**config.mk**
```make
export PLATFORM = sky130hd
export DESIGN_NAME = dispatch_ctrl_flat
export DESIGN_NICKNAME = d
export VERILOG_FILES = /design/src/rtl/dispatch_ctrl_pkg.sv /design/src/rtl/dispatch_ctrl_if.sv /design/src/rtl/dispatch_fifo.sv /design/src/rtl/dispatch_ctrl.sv /design/src/flat_wrapper.sv
export SDC_FILE = /design/constraint.sdc
export NUM_CORES = 1
export LEC_CHECK = 0
export BUFFER_PORTS_ARGS = -buffer_cell sky130_fd_sc_hd__buf_2
export CORE_ASPECT_RATIO = 0.6
export CORE_MARGIN = 2
export CORE_UTILIZATION = 50
export CTS_CLUSTER_SIZE = 25
export DETAILED_ROUTE_END_ITERATION = 16
export PLACE_DENSITY = 0.71
export REMOVE_ABC_BUFFERS = 1
export SETUP_SLACK_MARGIN = 0.3
export SYNTH_ARGS = -nofsm -noshare
export SYNTH_HDL_FRONTEND = slang
export SYNTH_SLANG_ARGS = --single-unit
```
**constraint.sdc**
```tcl
create_clock -name clk -period 4.33 [get_ports clk]
set_input_delay 0.2165 -clock clk [delete_from_list [all_inputs] [get_ports clk]]
set_output_delay 0.2165 -clock clk [all_outputs]
set_load 0.02 [all_outputs]
```
**src/rtl/dispatch_ctrl_pkg.sv**
```systemverilog
// Shared decode/dispatch constants: station select encodings,
// payload width and the queue entry layout.
package dispatch_ctrl_pkg;

  localparam int UOP_WIDTH = 64;
  localparam int RS_SEL_W  = 2;

  typedef enum logic [RS_SEL_W-1:0] {
    RS_NONE = 2'd0,
    RS_ALU  = 2'd1,
    RS_MUL  = 2'd2,
    RS_LDST = 2'd3
  } rs_sel_e;

  typedef enum logic {
    ST_RUN  = 1'b0,
    ST_HALT = 1'b1
  } state_e;

  typedef struct packed {
    logic                 illegal;
    rs_sel_e              rs_sel;
    logic [UOP_WIDTH-1:0] uop;
  } entry_t;

  localparam int ENTRY_W = $bits(entry_t);

endpackage

```
**src/rtl/dispatch_ctrl_if.sv**
```systemverilog
// Decoder-side and station-side handshake bundle of the dispatch queue.
// slave = dispatch block, master = decoder plus stations.
interface dispatch_ctrl_if;
  import dispatch_ctrl_pkg::*;

  logic                 dec_valid;
  logic                 dec_ready;
  logic [UOP_WIDTH-1:0] dec_uop;
  logic [RS_SEL_W-1:0]  dec_rs_sel;
  logic                 dec_illegal;
  logic                 alu_valid;
  logic                 alu_ready;
  logic                 mul_valid;
  logic                 mul_ready;
  logic                 ldst_valid;
  logic                 ldst_ready;
  logic [UOP_WIDTH-1:0] uop;

  modport slave (
    input  dec_valid, dec_uop, dec_rs_sel, dec_illegal,
    input  alu_ready, mul_ready, ldst_ready,
    output dec_ready, alu_valid, mul_valid, ldst_valid, uop
  );

  modport master (
    output dec_valid, dec_uop, dec_rs_sel, dec_illegal,
    output alu_ready, mul_ready, ldst_ready,
    input  dec_ready, alu_valid, mul_valid, ldst_valid, uop
  );

endinterface

```
**src/rtl/dispatch_fifo.sv**
```systemverilog
// Generic DEPTH x W circular buffer with push/pop/flush and occupancy.
// Flush wins over push and pop in the same cycle.
module dispatch_fifo #(
  parameter int DEPTH = 4,
  parameter int W     = 8,
  parameter int CNT_W = $clog2(DEPTH) + 1
) (
  input  logic             clk,
  input  logic             rst,
  input  logic             i_flush,
  input  logic             i_push,
  input  logic             i_pop,
  input  logic [W-1:0]     i_wdata,
  output logic [W-1:0]     o_rdata,
  output logic [CNT_W-1:0] o_count,
  output logic             o_empty,
  output logic             o_full
);

  localparam int PTR_W = $clog2(DEPTH);

  logic [W-1:0]     r_mem [DEPTH];
  logic [PTR_W-1:0] r_head;
  logic [PTR_W-1:0] r_tail;
  logic [CNT_W-1:0] r_count;
  logic             w_push;
  logic             w_pop;

  assign o_empty = (r_count == '0);
  assign o_full  = (r_count == CNT_W'(DEPTH));
  assign o_count = r_count;
  assign o_rdata = r_mem[r_head];
  assign w_push  = i_push && !o_full;
  assign w_pop   = i_pop && !o_empty;

  // Payload storage needs no reset; reads are qualified by o_empty.
  always_ff @(posedge clk) begin
    if (w_push) r_mem[r_tail] <= i_wdata;
  end

  always_ff @(posedge clk or posedge rst) begin
    if (rst) begin
      r_head  <= '0;
      r_tail  <= '0;
      r_count <= '0;
    end else if (i_flush) begin
      r_head  <= '0;
      r_tail  <= '0;
      r_count <= '0;
    end else begin
      if (w_push) r_tail <= r_tail + 1'b1;
      if (w_pop)  r_head <= r_head + 1'b1;
      if (w_push && !w_pop)      r_count <= r_count + 1'b1;
      else if (w_pop && !w_push) r_count <= r_count - 1'b1;
    end
  end

endmodule

```
**src/rtl/dispatch_ctrl.sv**
```systemverilog
// In-order dispatch queue: steers the head micro-op to ALU/MUL/LDST and
// halts on illegal ops until flush. Optional counters: DISPATCH_PERF_EN.
module dispatch_ctrl
  import dispatch_ctrl_pkg::*;
#(
  parameter int DEPTH = 4,
  parameter int CNT_W = $clog2(DEPTH) + 1
) (
  input  logic             clk,
  input  logic             rst,
  input  logic             i_flush,
  dispatch_ctrl_if.slave   bus,
  output logic [CNT_W-1:0] o_count,
`ifdef DISPATCH_PERF_EN
  output logic [31:0]      o_stall_full_cnt,
  output logic [31:0]      o_stall_rs_cnt,
`endif
  output logic             o_illegal_trap
);

  state_e r_state;
  state_e w_state_nxt;
  entry_t w_wr;
  entry_t w_head;
  logic   w_empty;
  logic   w_full;
  logic   w_push;
  logic   w_pop;
  logic   w_run;
  logic   w_alu_v;
  logic   w_mul_v;
  logic   w_ldst_v;
  logic   w_trap;

  assign w_run  = (r_state == ST_RUN);
  assign w_wr   = '{illegal: bus.dec_illegal,
                    rs_sel:  rs_sel_e'(bus.dec_rs_sel),
                    uop:     bus.dec_uop};
  assign w_push = bus.dec_valid && bus.dec_ready;

  dispatch_fifo #(
    .DEPTH (DEPTH),
    .W     (ENTRY_W),
    .CNT_W (CNT_W)
  ) u_fifo (
    .clk     (clk),
    .rst     (rst),
    .i_flush (i_flush),
    .i_push  (w_push),
    .i_pop   (w_pop),
    .i_wdata (w_wr),
    .o_rdata (w_head),
    .o_count (o_count),
    .o_empty (w_empty),
    .o_full  (w_full)
  );

  always_ff @(posedge clk or posedge rst) begin
    if (rst) r_state <= ST_RUN;
    else     r_state <= w_state_nxt;
  end

  always_comb begin
    w_state_nxt = r_state;
    w_alu_v     = 1'b0;
    w_mul_v     = 1'b0;
    w_ldst_v    = 1'b0;
    w_trap      = 1'b0;
    w_pop       = 1'b0;
    unique case (r_state)
      ST_RUN: begin
        if (!w_empty) begin
          if (w_head.illegal) begin
            w_trap      = 1'b1;
            w_state_nxt = ST_HALT;
          end else begin
            unique case (w_head.rs_sel)
              RS_ALU:  w_alu_v  = 1'b1;
              RS_MUL:  w_mul_v  = 1'b1;
              RS_LDST: w_ldst_v = 1'b1;
              RS_NONE: w_pop    = 1'b1;
            endcase
          end
        end
      end
      ST_HALT: ;
    endcase
    if ((w_alu_v && bus.alu_ready) ||
        (w_mul_v && bus.mul_ready) ||
        (w_ldst_v && bus.ldst_ready))
      w_pop = 1'b1;
    if (i_flush) w_state_nxt = ST_RUN;
  end

  assign bus.dec_ready  = w_run && !w_full;
  assign bus.alu_valid  = w_alu_v;
  assign bus.mul_valid  = w_mul_v;
  assign bus.ldst_valid = w_ldst_v;
  assign bus.uop        = w_empty ? '0 : w_head.uop;
  assign o_illegal_trap = w_trap;

`ifdef DISPATCH_PERF_EN
  logic [31:0] r_stall_full;
  logic [31:0] r_stall_rs;
  logic        w_sf;
  logic        w_sr;

  assign w_sf = w_run && bus.dec_valid && !bus.dec_ready;
  assign w_sr = (w_alu_v && !bus.alu_ready) ||
                (w_mul_v && !bus.mul_ready) ||
                (w_ldst_v && !bus.ldst_ready);

  always_ff @(posedge clk or posedge rst) begin
    if (rst) begin
      r_stall_full <= '0;
      r_stall_rs   <= '0;
    end else begin
      if (w_sf && r_stall_full != '1) r_stall_full <= r_stall_full + 1'b1;
      if (w_sr && r_stall_rs != '1)   r_stall_rs   <= r_stall_rs + 1'b1;
    end
  end

  assign o_stall_full_cnt = r_stall_full;
  assign o_stall_rs_cnt   = r_stall_rs;
`endif

endmodule

```
**src/flat_wrapper.sv**
```systemverilog
// flat-port wrapper written by rule: the top's interface ports become plain ports
module dispatch_ctrl_flat import dispatch_ctrl_pkg::*;
#(
  parameter int DEPTH = 4,
  parameter int CNT_W = $clog2(DEPTH) + 1
)
  (clk, rst, i_flush, o_count, o_illegal_trap, bus_dec_valid, bus_dec_uop, bus_dec_rs_sel, bus_dec_illegal, bus_alu_ready, bus_mul_ready, bus_ldst_ready, bus_dec_ready, bus_alu_valid, bus_mul_valid, bus_ldst_valid, bus_uop);
  dispatch_ctrl_if bus_i ();
  input  logic clk;
  input  logic rst;
  input  logic i_flush;
  output logic [CNT_W-1:0] o_count;
  output logic o_illegal_trap;
  input wire logic [$bits(bus_i.dec_valid)-1:0] bus_dec_valid;
  input wire logic [$bits(bus_i.dec_uop)-1:0] bus_dec_uop;
  input wire logic [$bits(bus_i.dec_rs_sel)-1:0] bus_dec_rs_sel;
  input wire logic [$bits(bus_i.dec_illegal)-1:0] bus_dec_illegal;
  input wire logic [$bits(bus_i.alu_ready)-1:0] bus_alu_ready;
  input wire logic [$bits(bus_i.mul_ready)-1:0] bus_mul_ready;
  input wire logic [$bits(bus_i.ldst_ready)-1:0] bus_ldst_ready;
  output wire logic [$bits(bus_i.dec_ready)-1:0] bus_dec_ready;
  output wire logic [$bits(bus_i.alu_valid)-1:0] bus_alu_valid;
  output wire logic [$bits(bus_i.mul_valid)-1:0] bus_mul_valid;
  output wire logic [$bits(bus_i.ldst_valid)-1:0] bus_ldst_valid;
  output wire logic [$bits(bus_i.uop)-1:0] bus_uop;
  assign bus_i.dec_valid = bus_dec_valid;
  assign bus_i.dec_uop = bus_dec_uop;
  assign bus_i.dec_rs_sel = bus_dec_rs_sel;
  assign bus_i.dec_illegal = bus_dec_illegal;
  assign bus_i.alu_ready = bus_alu_ready;
  assign bus_i.mul_ready = bus_mul_ready;
  assign bus_i.ldst_ready = bus_ldst_ready;
  assign bus_dec_ready = bus_i.dec_ready;
  assign bus_alu_valid = bus_i.alu_valid;
  assign bus_mul_valid = bus_i.mul_valid;
  assign bus_ldst_valid = bus_i.ldst_valid;
  assign bus_uop = bus_i.uop;
  dispatch_ctrl #(.DEPTH(DEPTH), .CNT_W(CNT_W)) u_core (.clk(clk), .rst(rst), .i_flush(i_flush), .bus(bus_i), .o_count(o_count), .o_illegal_trap(o_illegal_trap));
endmodule
```
==> results.tsv <==
metric	value	unit
Hold Crit Start	bus_dec_valid	
# setup viols final	0	
H-Tree Level Count	1	
WL/cell	20.2	um
Starting Density	50.9	%
CTS tree	built	
Die X	192	um
Layout area overhead	23.4	%
vias in the first global route	5710	
Clock Latency Late Sink	0.50	ns
Syn Area/Cell	21.8	um2
# rows	41	
worst min path class	input pin to flop	
Routed Antenna Nets	0	
Bufs on Longest Clock Path	3	
Power Density	640	mW/mm2
fin cells	1006	
share of flip-flops with an asynchronous set or reset	2.90	%
Total GRT Usage	18.6	%
Nets	790	
Warnings, synthesis	0	
layout cells sized above 1	36.0	%
worst-margin pin slew	1.10	ns
final wirelength	20300	um
R2R setup slack	0.94	ns
commonest non-fill, non-tap cell in the layout	edfxtp_1	
Max Cap Viol	0	
post-synthesis cell count	489	
placed cells	894	
Final Skew	0.00834	ns
first-pass GRT wire length	31500	um
critical path arrival	3.79	ns
max-slew violations	0	
Clock transition at path regs	0.07	ns
unrepaired setup endpoints after global routing	false	
sequential area share after synthesis	77.5	%
Die ar.	0.0225	mm2
TritonCTS Buffers	25	
Detailed Place HPWL	11300	um
commonest cells after routing, fill and taps aside	edfxtp_1 (268), buf_2 (145), dlygate4sd3_1 (69)	
DRT iter0 DRCs	465	
fmax	295	MHz
Top FF cell, synth	edfxtp_1	
end point of the worst hold path	u_core.u_fifo.r_tail[1]	
FF-to-FF Start	u_core.u_fifo.r_head[1]	
part of the cycle the worst path needs	78.3	%
CP Launch Type	flop	
# IOs	146	
TritonCTS Sinks	276	
dpl cell area	0.0117	mm2
via count	5440	
worst hold path stage count	4	
DRC	0	
largest net degree at the start of global routing	68	
FF+latch count, synth	276	
Root Buffer	clkbuf_16	
drt pass-1 iters	4	
total congestion overflow	0	
Post-synth EDFFs	268	
critical path endpoint category	flop	
total power	8.41	mW
Tmin final	3.39	ns
status	complete, no violations	
CP required	4.73	ns
Hold Vio Cnt, Final	0	
GP Congestion	0.752	
Post-Syn Area	0.0106	mm2
max_slew headroom	26.6	%
Worst Setup Slack, final	0.942	ns
number of cells on the worst reg-to-reg path	7	
WS Path Type	flop to flop	
Via density	5.41	
peak supply drop	398	uV
library cells used by synthesis	32	
Placement Setup Slack	0.995	ns
fin area	0.0131	mm2
setup TNS	0	ns
crit path max fanout	35	
initial antenna violation count	0	
Lkg Pwr	4.53	nW
Crit. Startpoint	u_core.u_fifo.r_head[1]	
number of fill cells	1471	
R2R Path End	u_core.u_fifo.o_count[2]	
Core Area	0.0209	mm2
Ant. Diodes	0	
port bufs	145	
die extent in y	117	um
==> sequential cells by signal (all words and copies together), names as in the netlist <==
signal and count:
u_core.u_fifo.r_mem 268, u_core.r_state 1, u_core.u_fifo.r_tail 2, u_core.u_fifo.o_count 3, u_core.u_fifo.r_head 2
==> what timing repair did <==
action                    CTS  global route
setup buffers               0             0
hold endpoints to repair  282             0
hold buffers               69             0
resized for setup           0             0
==> layer usage <==
metal,routed length (um),track usage [%],share of wire [%]
met4,345,3.87,1.7
met3,1300,3.91,6.4
met1,8930,26.1,44
met2,9730,30.8,48
met5,0,0,0
==> logic make-up after synthesis <==
family,count (synthesis),share of synthesized area [%]
flops,276,77.5
compound gates,10,0.611
simple gates,99,5.72
mux,67,14.2
fa+ha+maj,5,0.658
xor+xnor,3,0.247
buf+inv,29,1.14
==> cells in the mapped netlist, drive strengths merged (2+ instances only) <==
| library cell | count | area [um2] |
|---|---|---|
| buf | 5 | 31.3 |
| clkbuf | 18 | 67.6 |
| nor3b | 3 | 32.5 |
| and2 | 66 | 415 |
| dfrtp | 8 | 200 |
| nand2 | 5 | 18.8 |
| nor2 | 7 | 26.3 |
| nor3 | 4 | 20.0 |
| inv | 6 | 22.5 |
| edfxtp | 268 | 8050 |
| a21oi | 4 | 20.0 |
| mux4 | 67 | 1510 |
| and3 | 6 | 37.5 |
| o21ai | 3 | 15.0 |
| xnor2 | 2 | 17.5 |
| ha | 4 | 50.1 |
==> worst max path at each step <==
stage	endpoint	slack, ns	cells after the start
2_1_floorplan	u_core.u_fifo.o_count[2]	-0.89	8
3_3_place_gp	u_core.u_fifo.o_count[2]	1.16	7
3_5_place_dp	u_core.u_fifo.o_count[2]	1.0	7
4_1_cts	u_core.u_fifo.o_count[2]	0.98	7
5_1_grt	u_core.u_fifo.o_count[2]	0.78	7
6_report	u_core.u_fifo.o_count[2]	0.94	7
==> layout make-up <==
type / instances / area (um2) / area share, %
timing repair buffer: 218 / 1450 / 11.0
inverter: 6 / 22.5 / 0.171
clock buffer: 29 / 641 / 4.87
multi-input combinational: 184 / 2300 / 17.5
tap: 279 / 349 / 2.66
sequential: 276 / 8260 / 62.8
clock inverter: 14 / 128 / 0.971
==> worst max-delay path: stages (launching register included) <==
cell	delay, ns
dfrtp_4	0.78
mux4_2	0.43
nor3_1	0.57
a21oi_1	0.30
fa_1	0.49
nor2_1	0.16
or4b_1	0.46
o311ai_1	0.10
==> power breakdown <==
group          internal (mW)  total [mW]  leakage, nW  switching [mW]
clock                   1.18        2.08        0.360           0.900
sequential              3.40        3.52         2.55           0.123
combinational           1.14        2.81         1.62            1.68
==> per-stage QoR <==
stage / hold WS, ns / utilization (%)
3_5_place_dp: 0.183 / 55.8
5_1_grt: 0.206 / 62.8
4_1_cts: 0.159 / 62.8
2_1_floorplan: 0.0322 / -
3_3_place_gp: 0.173 / 55.8
6_report: 0.195 / 62.8
Note: power is estimated with default switching activity, not from simulation.
